[config.mk]
export PLATFORM = sky130hd
export DESIGN_NAME = ble_command_parser
export DESIGN_NICKNAME = d
export VERILOG_FILES = /design/src/rtl/ble_pkg.sv /design/src/rtl/ble_command_parser_uart_rx.sv /design/src/rtl/ble_command_parser.sv
export SDC_FILE = /design/constraint.sdc
export NUM_CORES = 1
export LEC_CHECK = 0
export CORE_ASPECT_RATIO = 0.75
export CORE_MARGIN = 8
export CORE_UTILIZATION = 60
export DETAILED_ROUTE_END_ITERATION = 12
export PLACE_DENSITY = 0.85
export SLEW_MARGIN = 20
export SYNTH_ARGS = -nofsm -noshare
export SYNTH_HDL_FRONTEND = slang
export SYNTH_SLANG_ARGS = --single-unit
[constraint.sdc]
create_clock -name clock -period 15.1 [get_ports clock]
set_input_delay 3.02 -clock clock [delete_from_list [all_inputs] [get_ports clock]]
set_output_delay 3.02 -clock clock [all_outputs]
set_load 0.05 [all_outputs]
[src/rtl/ble_pkg.sv]
// Shared types and helpers for the BLE command parser and its UART receiver.
package ble_pkg;

  localparam logic [7:0] SYNC_BYTE = 8'hA5;

  typedef enum logic [7:0] {
    REG_PITCH_KP  = 8'h01,
    REG_PITCH_KI  = 8'h02,
    REG_PITCH_KD  = 8'h03,
    REG_YAW_KP    = 8'h04,
    REG_YAW_KI    = 8'h05,
    REG_YAW_KD    = 8'h06,
    REG_SET_PITCH = 8'h07,
    REG_SET_YAW   = 8'h08,
    REG_RUN_EN    = 8'h09
  } ble_reg_id_t;

  typedef enum logic [2:0] {
    HUNT,
    ID,
    HI,
    LO,
    CHK
  } parse_state_t;

  typedef enum logic [2:0] {
    RX_IDLE,
    RX_START,
    RX_DATA,
    RX_STOP,
    RX_WAIT_HIGH
  } rx_state_t;

  // Clamp a 16-bit signed command value into the 9-bit signed register range.
  function automatic logic signed [8:0] sat9(input logic signed [15:0] v);
    if (v > 16'sd255) begin
      return 9'sh0FF;
    end else if (v < -16'sd256) begin
      return 9'sh100;
    end else begin
      return v[8:0];
    end
  endfunction

endpackage

[src/rtl/ble_command_parser_uart_rx.sv]
// 8N1 UART receiver: 2-flop synchronizer, mid-bit sampling, stop-bit framing check.
module uart_rx
  import ble_pkg::*;
#(
  parameter int CLK_HZ = 100_000_000,
  parameter int BAUD   = 115_200
) (
  input  logic       clock,
  input  logic       reset,
  input  logic       rx,
  output logic [7:0] byte_data,
  output logic       byte_valid,
  output logic       frame_error
);

  localparam int BIT_CYC = CLK_HZ / BAUD;
  localparam int CNT_W   = $clog2(BIT_CYC);
  localparam logic [CNT_W-1:0] HALF_M1 = CNT_W'(BIT_CYC / 2 - 1);
  localparam logic [CNT_W-1:0] FULL_M1 = CNT_W'(BIT_CYC - 1);

  rx_state_t        state_q, state_d;
  logic [CNT_W-1:0] cnt_q, cnt_d;
  logic [2:0]       bit_q, bit_d;
  logic [7:0]       shift_q, shift_d;
  logic             valid_q, valid_d;
  logic             ferr_q, ferr_d;
  logic             rx_meta_q, rx_sync_q, rx_prev_q;

  // Synchronizer flops reset low so a start edge is only seen after the line was genuinely high.
  always_ff @(posedge clock or posedge reset) begin
    if (reset) begin
      rx_meta_q <= 1'b0;
      rx_sync_q <= 1'b0;
      rx_prev_q <= 1'b0;
    end else begin
      rx_meta_q <= rx;
      rx_sync_q <= rx_meta_q;
      rx_prev_q <= rx_sync_q;
    end
  end

  always_ff @(posedge clock or posedge reset) begin
    if (reset) begin
      state_q <= RX_IDLE;
      cnt_q   <= '0;
      bit_q   <= '0;
      shift_q <= '0;
      valid_q <= 1'b0;
      ferr_q  <= 1'b0;
    end else begin
      state_q <= state_d;
      cnt_q   <= cnt_d;
      bit_q   <= bit_d;
      shift_q <= shift_d;
      valid_q <= valid_d;
      ferr_q  <= ferr_d;
    end
  end

  always_comb begin
    state_d = state_q;
    cnt_d   = cnt_q;
    bit_d   = bit_q;
    shift_d = shift_q;
    valid_d = 1'b0;
    ferr_d  = 1'b0;
    unique case (state_q)
      RX_IDLE: begin
        if (rx_prev_q && !rx_sync_q) begin
          state_d = RX_START;
          cnt_d   = HALF_M1;
        end
      end
      RX_START: begin
        if (cnt_q == '0) begin
          if (!rx_sync_q) begin
            state_d = RX_DATA;
            cnt_d   = FULL_M1;
            bit_d   = '0;
          end else begin
            state_d = RX_IDLE;
          end
        end else begin
          cnt_d = cnt_q - CNT_W'(1);
        end
      end
      RX_DATA: begin
        if (cnt_q == '0) begin
          shift_d = {rx_sync_q, shift_q[7:1]};
          cnt_d   = FULL_M1;
          if (bit_q == 3'd7) begin
            state_d = RX_STOP;
          end else begin
            bit_d = bit_q + 3'd1;
          end
        end else begin
          cnt_d = cnt_q - CNT_W'(1);
        end
      end
      RX_STOP: begin
        if (cnt_q == '0) begin
          if (rx_sync_q) begin
            valid_d = 1'b1;
            state_d = RX_IDLE;
          end else begin
            ferr_d  = 1'b1;
            state_d = RX_WAIT_HIGH;
          end
        end else begin
          cnt_d = cnt_q - CNT_W'(1);
        end
      end
      RX_WAIT_HIGH: begin
        if (rx_sync_q) begin
          state_d = RX_IDLE;
        end
      end
      default: state_d = RX_IDLE;
    endcase
  end

  assign byte_data   = shift_q;
  assign byte_valid  = valid_q;
  assign frame_error = ferr_q;

endmodule

[src/rtl/ble_command_parser.sv]
// Decodes checksummed 5-byte BLE command frames into the PID gain, setpoint and run-enable registers.
module ble_command_parser
  import ble_pkg::*;
#(
  parameter int CLK_HZ       = 100_000_000,
  parameter int BAUD         = 115_200,
  parameter int TIMEOUT_BITS = 20
) (
  input  logic              clock,
  input  logic              reset,
  input  logic              rx,
  output logic signed [8:0] pitch_kP,
  output logic signed [8:0] pitch_kI,
  output logic signed [8:0] pitch_kD,
  output logic signed [8:0] yaw_kP,
  output logic signed [8:0] yaw_kI,
  output logic signed [8:0] yaw_kD,
  output logic signed [8:0] set_pitch,
  output logic signed [8:0] set_yaw,
  output logic              run_en,
  output logic              update,
  output logic              frame_err
);

  localparam int BIT_CYC     = CLK_HZ / BAUD;
  localparam int TIMEOUT_CYC = TIMEOUT_BITS * BIT_CYC;
  localparam int TMO_W       = $clog2(TIMEOUT_CYC + 1);

  logic [7:0] rx_byte;
  logic       rx_vld;
  logic       rx_ferr;

  uart_rx #(
    .CLK_HZ(CLK_HZ),
    .BAUD  (BAUD)
  ) u_rx (
    .clock      (clock),
    .reset      (reset),
    .rx         (rx),
    .byte_data  (rx_byte),
    .byte_valid (rx_vld),
    .frame_error(rx_ferr)
  );

  parse_state_t      state_q, state_d;
  logic [7:0]        id_q, id_d;
  logic [7:0]        hi_q, hi_d;
  logic [7:0]        lo_q, lo_d;
  logic [TMO_W-1:0]  tmo_q, tmo_d;
  logic signed [8:0] pkp_q, pkp_d, pki_q, pki_d, pkd_q, pkd_d;
  logic signed [8:0] ykp_q, ykp_d, yki_q, yki_d, ykd_q, ykd_d;
  logic signed [8:0] sp_q, sp_d, sy_q, sy_d;
  logic              run_q, run_d;
  logic              upd_q, upd_d;
  logic              ferr_q, ferr_d;

  logic signed [8:0] frame_val;
  logic              chk_ok;
  logic              id_hit;

  assign frame_val = sat9($signed({hi_q, lo_q}));
  assign chk_ok    = (rx_byte == (id_q ^ hi_q ^ lo_q));

  always_ff @(posedge clock or posedge reset) begin
    if (reset) begin
      state_q <= HUNT;
      id_q    <= '0;
      hi_q    <= '0;
      lo_q    <= '0;
      tmo_q   <= '0;
      pkp_q   <= '0;
      pki_q   <= '0;
      pkd_q   <= '0;
      ykp_q   <= '0;
      yki_q   <= '0;
      ykd_q   <= '0;
      sp_q    <= '0;
      sy_q    <= '0;
      run_q   <= 1'b0;
      upd_q   <= 1'b0;
      ferr_q  <= 1'b0;
    end else begin
      state_q <= state_d;
      id_q    <= id_d;
      hi_q    <= hi_d;
      lo_q    <= lo_d;
      tmo_q   <= tmo_d;
      pkp_q   <= pkp_d;
      pki_q   <= pki_d;
      pkd_q   <= pkd_d;
      ykp_q   <= ykp_d;
      yki_q   <= yki_d;
      ykd_q   <= ykd_d;
      sp_q    <= sp_d;
      sy_q    <= sy_d;
      run_q   <= run_d;
      upd_q   <= upd_d;
      ferr_q  <= ferr_d;
    end
  end

  always_comb begin
    state_d = state_q;
    id_d    = id_q;
    hi_d    = hi_q;
    lo_d    = lo_q;
    tmo_d   = '0;
    pkp_d   = pkp_q;
    pki_d   = pki_q;
    pkd_d   = pkd_q;
    ykp_d   = ykp_q;
    yki_d   = yki_q;
    ykd_d   = ykd_q;
    sp_d    = sp_q;
    sy_d    = sy_q;
    run_d   = run_q;
    upd_d   = 1'b0;
    ferr_d  = 1'b0;
    id_hit  = 1'b1;

    // A UART framing error always pulses frame_err and abandons any partial frame.
    if (rx_ferr) begin
      state_d = HUNT;
      ferr_d  = 1'b1;
    end else if (rx_vld) begin
      unique case (state_q)
        HUNT: if (rx_byte == SYNC_BYTE) state_d = ID;
        ID: begin
          id_d    = rx_byte;
          state_d = HI;
        end
        HI: begin
          hi_d    = rx_byte;
          state_d = LO;
        end
        LO: begin
          lo_d    = rx_byte;
          state_d = CHK;
        end
        CHK: begin
          state_d = HUNT;
          if (chk_ok) begin
            case (id_q)
              REG_PITCH_KP:  pkp_d = frame_val;
              REG_PITCH_KI:  pki_d = frame_val;
              REG_PITCH_KD:  pkd_d = frame_val;
              REG_YAW_KP:    ykp_d = frame_val;
              REG_YAW_KI:    yki_d = frame_val;
              REG_YAW_KD:    ykd_d = frame_val;
              REG_SET_PITCH: sp_d  = frame_val;
              REG_SET_YAW:   sy_d  = frame_val;
              REG_RUN_EN:    run_d = lo_q[0];
              default:       id_hit = 1'b0;
            endcase
          end
          if (chk_ok && id_hit) upd_d = 1'b1;
          else                  ferr_d = 1'b1;
        end
        default: state_d = HUNT;
      endcase
    end else if (state_q != HUNT) begin
      // Stalled mid-frame: give up silently once the idle gap exceeds the limit.
      if (tmo_q == TMO_W'(TIMEOUT_CYC - 1)) begin
        state_d = HUNT;
      end else begin
        tmo_d = tmo_q + TMO_W'(1);
      end
    end
  end

  assign pitch_kP  = pkp_q;
  assign pitch_kI  = pki_q;
  assign pitch_kD  = pkd_q;
  assign yaw_kP    = ykp_q;
  assign yaw_kI    = yki_q;
  assign yaw_kD    = ykd_q;
  assign set_pitch = sp_q;
  assign set_yaw   = sy_q;
  assign run_en    = run_q;
  assign update    = upd_q;
  assign frame_err = ferr_q;

endmodule
==> results.sh, run 1 <==
export IMPL_status="complete, no violations"
export IMPL_grt_use_total_pct=21.73
export IMPL_ant_nets=0
export IMPL_start_util_pct=60.88
export IMPL_finalPower_mw=0.9678
export IMPL_cp_start_kind="flip-flop"
export IMPL_drv_slew=0
export IMPL_port_buffers=77
export IMPL_reg2reg_slack_ns=11.61
export IMPL_dieArea_sq_mm=0.01462
export IMPL_crit_buf_inv=1
export IMPL_avgSynthCellArea_sq_um=12.55
export IMPL_seq_area_frac_synth_pct=55.47
export IMPL_synth_nets=533
export IMPL_totalWireLength_mm=15.43
export IMPL_finalSetupViolations=0
export IMPL_fmax_mhz=214.7
export IMPL_worst_pin_slew_ns=1.015
export IMPL_p_leak_nw=3.680
export IMPL_routed_via_count=4620
export IMPL_period_share_pct=30.85
export IMPL_fill_cells=693
export IMPL_fin_crit_ns=4.658
export IMPL_cp_cell_sequence="clkdlybuf4s50_1"
export IMPL_power_density_mw_per_mm2=119.8
export IMPL_dp_hpwl_mm=10.03
export IMPL_path_delay_family="buffers and inverters"
export IMPL_core_area_sq_mm=0.01082
export IMPL_regArea_sq_mm=0.003654
export IMPL_grt_max_degree=80
export IMPL_cts_tree="yes"
export IMPL_cap_viol_max_count=0
export IMPL_rr_endpoint="pitch_kD[8]$_DFFE_PP0P_"
export IMPL_netlist_instances=525
export IMPL_worstSkewPairLatency_ns=0.42
export IMPL_slowest_stage="clkdlybuf4s50_1"
export IMPL_rsz0062_at_grt="false"
export IMPL_wl_per_cell_um=20.22
export IMPL_drcViolationCount=0
export IMPL_worst_path_stages=1
export IMPL_min_path_type="flip-flop to flip-flop"
export IMPL_ctsHoldBuffers=0
export IMPL_place_congestion=0.8657
export IMPL_via_per_inst=6.055
export IMPL_dp_slack_ns=10.18
export IMPL_syn_to_final_growth_pct=22.68
export IMPL_startpoint="set_pitch[5]$_DFFE_PP0P_"
export IMPL_multi_input_area_sq_mm=0.002803
export IMPL_finalSetupTns_ns=0
export IMPL_grt_pass1_vias=4672
export IMPL_synth_top_flop_cell="dfrtp_1"
export IMPL_crit_type="flip-flop to primary output"
export IMPL_dr_pass1_iters=5
export IMPL_path_max_fanout=2
export IMPL_grt_first_pass_wirelength_mm=24.87
export IMPL_cts_resized=0
export IMPL_drive_gt1_share_pct=24.88
export IMPL_hold_slack_ns=0.3511
export IMPL_ys_async_sr_fraction_pct=100.0
export IMPL_ys_ff_latch=146
export IMPL_crit_path_end_kind="primary output"
export IMPL_postCtsSetupRepairBufs=0
export IMPL_rows=33
export IMPL_cts_sinks=146
export IMPL_syn_area_sq_mm=0.006586
export IMPL_ys_warn_count=0
export IMPL_clkTransAtPathRegs_ns=0.07
export IMPL_cp_endpoint="set_pitch[5]"
export IMPL_ios=78
export IMPL_antenna_cells=0
export IMPL_max_slew_margin_pct=32.12
export IMPL_hold_depth=0
export IMPL_die_y_um=106.7
export IMPL_cts_root_buf="clkbuf_16"
export IMPL_nNetsFinal=618
export IMPL_cp_required_ns=12.08
export IMPL_cts_buffer_depth=2
export IMPL_fp_dieW_um=137.0
export IMPL_peakVddDrop_uv=77.78
export IMPL_max_stage_delay_ns=0.82
export IMPL_rr_startpoint="hi_q[7]$_DFFE_PP0P_"
export IMPL_htreeDepth=4
export IMPL_hold_viol=0
export IMPL_dr_first_iter_drc_count=468
export IMPL_synth_cell_type_count=51
export IMPL_skew_ns=0.009750
export IMPL_grt_overflow=0
export IMPL_antenna_found_initial=0
export IMPL_post_dp_cell_area_sq_mm=0.007482
export IMPL_cp_arrival_ns=1.64
export IMPL_rr_worst_depth=5
export IMPL_design_area_sq_mm=0.008080
export IMPL_synth_edf_count=0
export IMPL_cts_buffers=17
export IMPL_setup_slack_ns=10.44
-- power breakdown --
group	switching (mW)	internal, mW
Combinational	0.0666	0.0419
Clock	0.177	0.248
Sequential	0.0265	0.408
-- placed cells by master, fill, tap and decap left out, types with 2 or more instances in the layout --
cell / n
o21ai_0: 14
nand2_1: 18
nand4_1: 11
nand3_1: 20
a21oi_1: 21
mux2_2: 107
nand4b_1: 2
nor3_4: 8
o21a_1: 2
xnor2_1: 26
ha_1: 5
nor2b_1: 4
clkbuf_16: 17
xor2_1: 12
clkinvlp_4: 3
a31oi_1: 4
dfrtp_1: 146
nor2_1: 36
clkdlybuf4s50_1: 77
buf_4: 2
a21o_1: 2
and3_1: 8
o31ai_1: 2
o2bb2ai_1: 2
nor3_1: 10
bufinv_16: 2
clkinv_4: 2
or3_1: 3
inv_1: 15
nor4_1: 7
nand2b_1: 4
inv_6: 8
-- flip-flops by register name, indices dropped and copies added, names as in the netlist, 3 cells and up --
signal          count
tmo_q              15
u_rx.cnt_q         10
pitch_kD            9
pitch_kI            9
pitch_kP            9
set_pitch           9
set_yaw             9
yaw_kD              9
yaw_kI              9
yaw_kP              9
hi_q                8
id_q                8
lo_q                8
u_rx.byte_data      8
state_q             3
u_rx.bit_q          3
u_rx.state_q        3
-- per-stage QoR --
| step | util [%] | std cells |
|---|---|---|
| after floorplan | - | 525 |
| after global placement | 69.16 | 731 |
| after detailed placement | 69.16 | 731 |
| after CTS | 74.69 | 763 |
| after global routing | 74.69 | 763 |
| final | 74.69 | 763 |
-- worst min-delay path by stage --
stage	startpoint	end
floorplan	u_rx.rx_meta_q$_DFF_PP0_	u_rx.rx_sync_q$_DFF_PP0_
detailed placement	u_rx.rx_meta_q$_DFF_PP0_	u_rx.rx_sync_q$_DFF_PP0_
global route	u_rx.rx_meta_q$_DFF_PP0_	u_rx.rx_sync_q$_DFF_PP0_
finish	u_rx.rx_meta_q$_DFF_PP0_	u_rx.rx_sync_q$_DFF_PP0_
global placement	u_rx.rx_meta_q$_DFF_PP0_	u_rx.rx_sync_q$_DFF_PP0_
CTS	u_rx.rx_meta_q$_DFF_PP0_	u_rx.rx_sync_q$_DFF_PP0_
-- layout make-up --
cell class                 count  area share (%)
sequential                   146           45.22
inverter                      16          0.8052
clock inverter                15           2.137
multi-input combinational    350           34.69
timing repair buffer          79           9.724
tap                          140           2.168
clock buffer                  17           5.265
-- per-layer routing --
| metal | routed length [um] | up-vias | GRT usage, % |
|---|---|---|---|
| li1 | - | 2069 | - |
| met1 | 6669 | 2390 | 28.99 |
| met2 | 7692 | 143 | 34.55 |
| met3 | 890 | 18 | 4.533 |
| met4 | 178 | 0 | 7.889 |
| met5 | 0 | - | 0 |
-- Yosys cell counts, drive strengths merged, types with 11 or more instances --
master / n / area (sq um)
mux2: 107 / 1205
xor2: 12 / 105.1
nand3: 20 / 100.1
nand2: 18 / 67.56
dfrtp: 146 / 3654
xnor2: 26 / 227.7
nor3: 18 / 180.2
nor2: 36 / 135.1
a21oi: 21 / 105.1
nand4: 11 / 68.82
o21ai: 14 / 70.07
inv: 16 / 60.06
-- cells by family after synthesis --
family | share of synthesized area, %
compound gates | 5.699
simple gates | 12.41
mux | 18.45
xor+xnor | 5.053
buf+inv | 1.976
flops | 55.47
fa+ha+maj | 0.9498
Note: power is estimated with default switching activity, not from simulation.
==> run 2: changes to the inputs <==
- CORE_UTILIZATION: 60 -> 56
- PLACE_DENSITY: 0.85 -> 0.8
- clock period: 15.1 -> 4.6 ns (I/O delays scaled with it)
==> run 2 against run 1 <==
  * Global-route usage decreased by 2.4 points
  * Setup slack got worse by 9.1 ns
  * Clock skew rose by 0.00057 ns
  * Sequential share of layout area decreased by 0.10 points
  * Clock-buffer cell count unchanged
  * First-iteration DRC count is 46% lower
  * Clock power rose to 3.1 times the previous value
  * Non-clock buffer count did not move
==> results.sh, run 2 (synthesis results as in run 1) <==
export IMPL_via_per_inst=5.642
export IMPL_core_area_sq_mm=0.01153
export IMPL_status="complete, no violations"
export IMPL_dieArea_sq_mm=0.01552
export IMPL_finalSetupViolations=0
export IMPL_slowest_stage="nor3_4"
export IMPL_ios=78
export IMPL_max_slew_margin_pct=34.54
export IMPL_cp_arrival_ns=3.58
export IMPL_drv_slew=0
export IMPL_clkTransAtPathRegs_ns=0.07
export IMPL_hold_start="u_rx.rx_meta_q$_DFF_PP0_"
export IMPL_fill_cells=809
export IMPL_finalSetupTns_ns=0
export IMPL_grt_max_degree=147
export IMPL_antenna_found_initial=0
export IMPL_cap_viol_max_count=0
export IMPL_worstSkewPairLatency_ns=0.42
export IMPL_cts_resized=0
export IMPL_design_area_sq_mm=0.008099
export IMPL_skew_ns=0.01032
export IMPL_path_delay_family="simple AND/OR/NAND/NOR gates"
export IMPL_wl_per_cell_um=18.31
export IMPL_top_regs="tmo_q: 15 flops, u_rx.cnt_q: 10 flops"
export IMPL_min_to="u_rx.rx_sync_q$_DFF_PP0_"
export IMPL_grt_first_pass_wirelength_mm=23.43
export IMPL_cp_start_kind="flip-flop"
export IMPL_start_util_pct=57.13
export IMPL_dp_hpwl_mm=9.793
export IMPL_fp_dieW_um=141.2
export IMPL_cts_root_buf="clkbuf_16"
export IMPL_totalWireLength_mm=14.38
export IMPL_cts_buffers=17
export IMPL_nNetsFinal=618
export IMPL_final_common_cell="dfrtp_1"
export IMPL_drcViolationCount=0
export IMPL_post_dp_cell_area_sq_mm=0.007521
export IMPL_die_y_um=109.9
export IMPL_postCtsSetupRepairBufs=0
export IMPL_period_share_pct=71.30
export IMPL_rows=34
export IMPL_rr_startpoint="hi_q[7]$_DFFE_PP0P_"
export IMPL_antenna_cells=0
export IMPL_peakVddDrop_uv=297.1
export IMPL_routed_via_count=4429
export IMPL_layout_common_cells="dfrtp_1, mux2_2, clkdlybuf4s50_1"
export IMPL_rr_endpoint="yaw_kD[8]$_DFFE_PP0P_"
export IMPL_path_max_fanout=19
export IMPL_grt_use_total_pct=19.37
export IMPL_syn_to_final_growth_pct=22.97
export IMPL_crit_buf_inv=0
export IMPL_htreeDepth=4
export IMPL_rsz0062_at_grt="false"
export IMPL_largest_reg_flops=15
export IMPL_crit_type="flip-flop to flip-flop"
export IMPL_rr_worst_depth=5
export IMPL_crit_path_end_kind="flip-flop"
export IMPL_grt_pass1_vias=4475
export IMPL_cts_buffer_depth=2
export IMPL_grt_overflow=0
export IMPL_drive_gt1_share_pct=24.88
export IMPL_ant_nets=0
export IMPL_cts_sinks=146
export IMPL_power_density_mw_per_mm2=383.0
export IMPL_reg2reg_slack_ns=1.32
export IMPL_cp_required_ns=4.90
export IMPL_fmax_mhz=304.9
export IMPL_port_buffers=77
export IMPL_hold_depth=0
export IMPL_regMostFlops="tmo_q"
export IMPL_min_path_type="flip-flop to flip-flop"
export IMPL_fin_crit_ns=3.280
export IMPL_dr_first_iter_drc_count=253
export IMPL_p_leak_nw=3.672
export IMPL_place_congestion=0.8541
export IMPL_max_stage_delay_ns=0.89
export IMPL_hold_viol=0
export IMPL_multi_input_area_sq_mm=0.002811
export IMPL_cts_tree="yes"
export IMPL_ctsHoldBuffers=0
export IMPL_worst_pin_slew_ns=0.9789
export IMPL_regArea_sq_mm=0.003654
export IMPL_dr_pass1_iters=4
export IMPL_cp_cell_sequence="xor2_1, xnor2_1, nand4_1, nor3_4, mux2_2"
-- run 2: through the flow --
step                cells  util (%)  power (mW)  hold WS (ns)  setup slack (ns)
global route          785     70.25       3.236        0.3543             1.078
CTS                   785     70.18       3.120        0.3528             1.291
detailed placement    753     65.24       1.789        0.3389             1.304
finish                785     70.25       3.102        0.3498             1.320
floorplan             525         -       1.712        0.3312             1.847
global placement      753     65.24       1.773        0.3333             1.414
-- run 2: final cells by class --
type | count | share of cell area [%]
Timing Repair Buffer | 79 | 9.856
Tap cell | 162 | 2.503
Sequential cell | 146 | 45.11
Clock buffer | 17 | 5.253
Multi-Input combinational cell | 350 | 34.71
Clock inverter | 15 | 1.777
Inverter | 16 | 0.7879
-- run 2: worst max-delay path by stage --
stage                        start                     to  cells past startpoint
6_report       hi_q[7]$_DFFE_PP0P_  yaw_kD[8]$_DFFE_PP0P_                      5
4_1_cts        hi_q[7]$_DFFE_PP0P_  yaw_kD[8]$_DFFE_PP0P_                      5
3_3_place_gp   hi_q[7]$_DFFE_PP0P_  yaw_kD[5]$_DFFE_PP0P_                      5
2_1_floorplan                reset    frame_err$_DFF_PP0_                      1
3_5_place_dp   hi_q[7]$_DFFE_PP0P_  yaw_kD[3]$_DFFE_PP0P_                      5
5_1_grt        hi_q[7]$_DFFE_PP0P_  yaw_kD[6]$_DFFE_PP0P_                      5
-- run 2: metal layers --
metal / global-route usage [%] / part of all wire [%] / wire length (um) / up-vias
met3: 4.642 / 4.7 / 675 / 15
met1: 26.38 / 47 / 6700 / 2258
met5: 0 / 0 / 0 / -
li1: - / - / - / 2061
met2: 29.90 / 47 / 6817 / 95
met4: 7.263 / 1.3 / 181 / 0
-- run 2: where the power goes --
| group | total, mW | internal, mW | switching [mW] |
|---|---|---|---|
| Combinational | 0.353 | 0.139 | 0.214 |
| Sequential | 1.42 | 1.34 | 0.0839 |
| Clock | 1.33 | 0.757 | 0.570 |
==> run 3: changes to the inputs <==
- clock period: 4.6 -> 3.2 ns (I/O delays scaled with it)
==> run 3 against run 2 <==
  * Cell area is essentially flat
  * Non-clock buffer count grew 2
  * Utilization is essentially flat
  * Critical path depth is the same
  * Die area is the same
  * Largest power group unchanged
  * Highest routed layer unchanged
==> results.sh, run 3 (synthesis results as in run 1) <==
export IMPL_worstSkewPairLatency_ns=0.42
export IMPL_place_inst=755
export IMPL_finalSetupViolations=0
export IMPL_internal_power_mw=3.134
export IMPL_finalSetupTns_ns=0
export IMPL_cts_sinks=146
export IMPL_multi_input_area_sq_mm=0.002811
export IMPL_dp_hpwl_mm=10.02
export IMPL_grt_overflow=0
export IMPL_fp_dieW_um=141.2
export IMPL_antenna_found_initial=0
export IMPL_grt_first_pass_wirelength_mm=23.75
export IMPL_cts_root_buf="clkbuf_16"
export IMPL_via_per_inst=5.727
export IMPL_pwr_share_clk_pct=41.9
export IMPL_ios=78
export IMPL_p_comb_share_pct=11.4
export IMPL_status="complete, no violations"
export IMPL_cts_buffers=17
export IMPL_ctsHoldBuffers=0
export IMPL_hold_slack_ns=0.3459
export IMPL_power_frac_seq_pct=46.7
export IMPL_path_max_fanout=10
export IMPL_crit_path_end_kind="flip-flop"
export IMPL_port_buffers=77
export IMPL_postCtsSetupRepairBufs=0
export IMPL_final_util_pct=70.21
export IMPL_power_density_mw_per_mm2=540.4
export IMPL_crit_type="flip-flop to flip-flop"
export IMPL_antenna_cells=0
export IMPL_skew_ns=0.009319
export IMPL_peakVddDrop_uv=410.7
export IMPL_routed_via_count=4507
export IMPL_final_instance_count_excl_fill=787
export IMPL_dr_pass1_iters=5
export IMPL_htreeDepth=4
export IMPL_cts_buffer_depth=2
export IMPL_die_y_um=109.9
export IMPL_grt_pass1_vias=4641
export IMPL_cts_tree="yes"
export IMPL_largest_reg_flops=15
export IMPL_dieArea_sq_mm=0.01552
export IMPL_place_congestion=0.8807
export IMPL_dr_first_iter_drc_count=265
export IMPL_cp_start_kind="flip-flop"
export IMPL_totalWireLength_mm=14.44
export IMPL_nNetsFinal=620
export IMPL_max_slew_margin_pct=49.80
export IMPL_cp_required_ns=3.50
export IMPL_cap_viol_max_count=0
export IMPL_clkTransAtPathRegs_ns=0.06
export IMPL_p_leak_nw=3.665
export IMPL_final_common_cell="dfrtp_1"
export IMPL_min_path_type="flip-flop to flip-flop"
export IMPL_ant_nets=0
export IMPL_rows=34
export IMPL_start_util_pct=57.13
export IMPL_hold_viol=0
export IMPL_wl_per_cell_um=18.35
export IMPL_regMostFlops="tmo_q"
export IMPL_core_area_sq_mm=0.01153
export IMPL_period_share_pct=83.50
export IMPL_drive_gt1_share_pct=25.12
export IMPL_cp_arrival_ns=2.97
export IMPL_p_sw_share_pct=28.34
export IMPL_fin_crit_ns=2.672
export IMPL_fmax_mhz=374.2
export IMPL_drcViolationCount=0
export IMPL_p_switching_mw=1.240
export IMPL_syn_to_final_growth_pct=22.89
export IMPL_layout_common_cells="dfrtp_1, mux2_2, clkdlybuf4s50_1"
export IMPL_fill_cells=757
export IMPL_regArea_sq_mm=0.003654
export IMPL_grt_use_total_pct=19.33
export IMPL_worst_pin_slew_ns=0.7531
export IMPL_drv_slew=0
export IMPL_grt_max_degree=147
export IMPL_cts_resized=0
export IMPL_top_regs="tmo_q: 15 flops, u_rx.cnt_q: 10 flops"
export IMPL_rsz0062_at_grt="false"
run 3: changes by cell type in the layout (fill, tap and decap cells not counted), sizes merged:
cell,delta
clkinvlp,+2
clkinv,-1
bufinv,-1
buf,+2
run 3: stage by stage:
stage	area (sq um)	worst slack (ns)	total power, mW
global placement	7536	0.6583	2.548
CTS	8085	0.6074	4.399
finish	8094	0.5279	4.374
detailed placement	7536	0.6213	2.568
global route	8094	0.4106	4.573
floorplan	6590	0.7270	2.460
run 3: power by group through the flow:
| stage | clock network [mW] | logic [mW] | registers, mW |
|---|---|---|---|
| finish | 1.83 | 0.498 | 2.04 |
| global route | 1.95 | 0.560 | 2.06 |
| CTS | 1.86 | 0.499 | 2.04 |
| detailed placement | 0 | 0.498 | 2.07 |
| floorplan | 0 | 0.437 | 2.02 |
| global placement | 0 | 0.480 | 2.07 |
run 3: layer usage:
metal | share of wire, % | track usage, % | wire [um]
met1 | 45 | 24.94 | 6498
met2 | 49 | 31.51 | 7038
met3 | 4.7 | 4.816 | 685
met4 | 1.5 | 7.034 | 216
met5 | 0 | 0 | 0
run 3: layout make-up:
cell class | instances | area share (%)
Multi-Input combinational cell | 350 | 34.73
Sequential cell | 146 | 45.14
Clock buffer | 17 | 5.256
Timing Repair Buffer | 81 | 10.05
Inverter | 16 | 0.7884
Tap cell | 162 | 2.504
Clock inverter | 15 | 1.530
run 3: path summary, 6_finish.rpt:
kind                                                from                        to  slack (ns)  cells past startpoint
max in group asynchronous                          reset     yaw_kP[2]$_DFFE_PP0P_        1.87                      3
worst max-delay path                 id_q[4]$_DFFE_PP0P_   pitch_kI[4]$_DFFE_PP0P_        0.53                      5
min in group asynchronous                          reset        tmo_q[0]$_DFF_PP0_        0.80                      3
worst max register to register       id_q[4]$_DFFE_PP0P_   pitch_kI[4]$_DFFE_PP0P_        0.53                      5
worst min register to register  u_rx.rx_meta_q$_DFF_PP0_  u_rx.rx_sync_q$_DFF_PP0_        0.35                      0
worst min-delay path            u_rx.rx_meta_q$_DFF_PP0_  u_rx.rx_sync_q$_DFF_PP0_        0.35                      0
run 3: worst max-delay path, stage by stage, from the launching register on:
cell,delay (ns)
dfrtp_1,0.40
nor4_1,0.59
and3_1,0.45
nand3_1,0.21
nor3_4,0.51
mux2_2,0.40
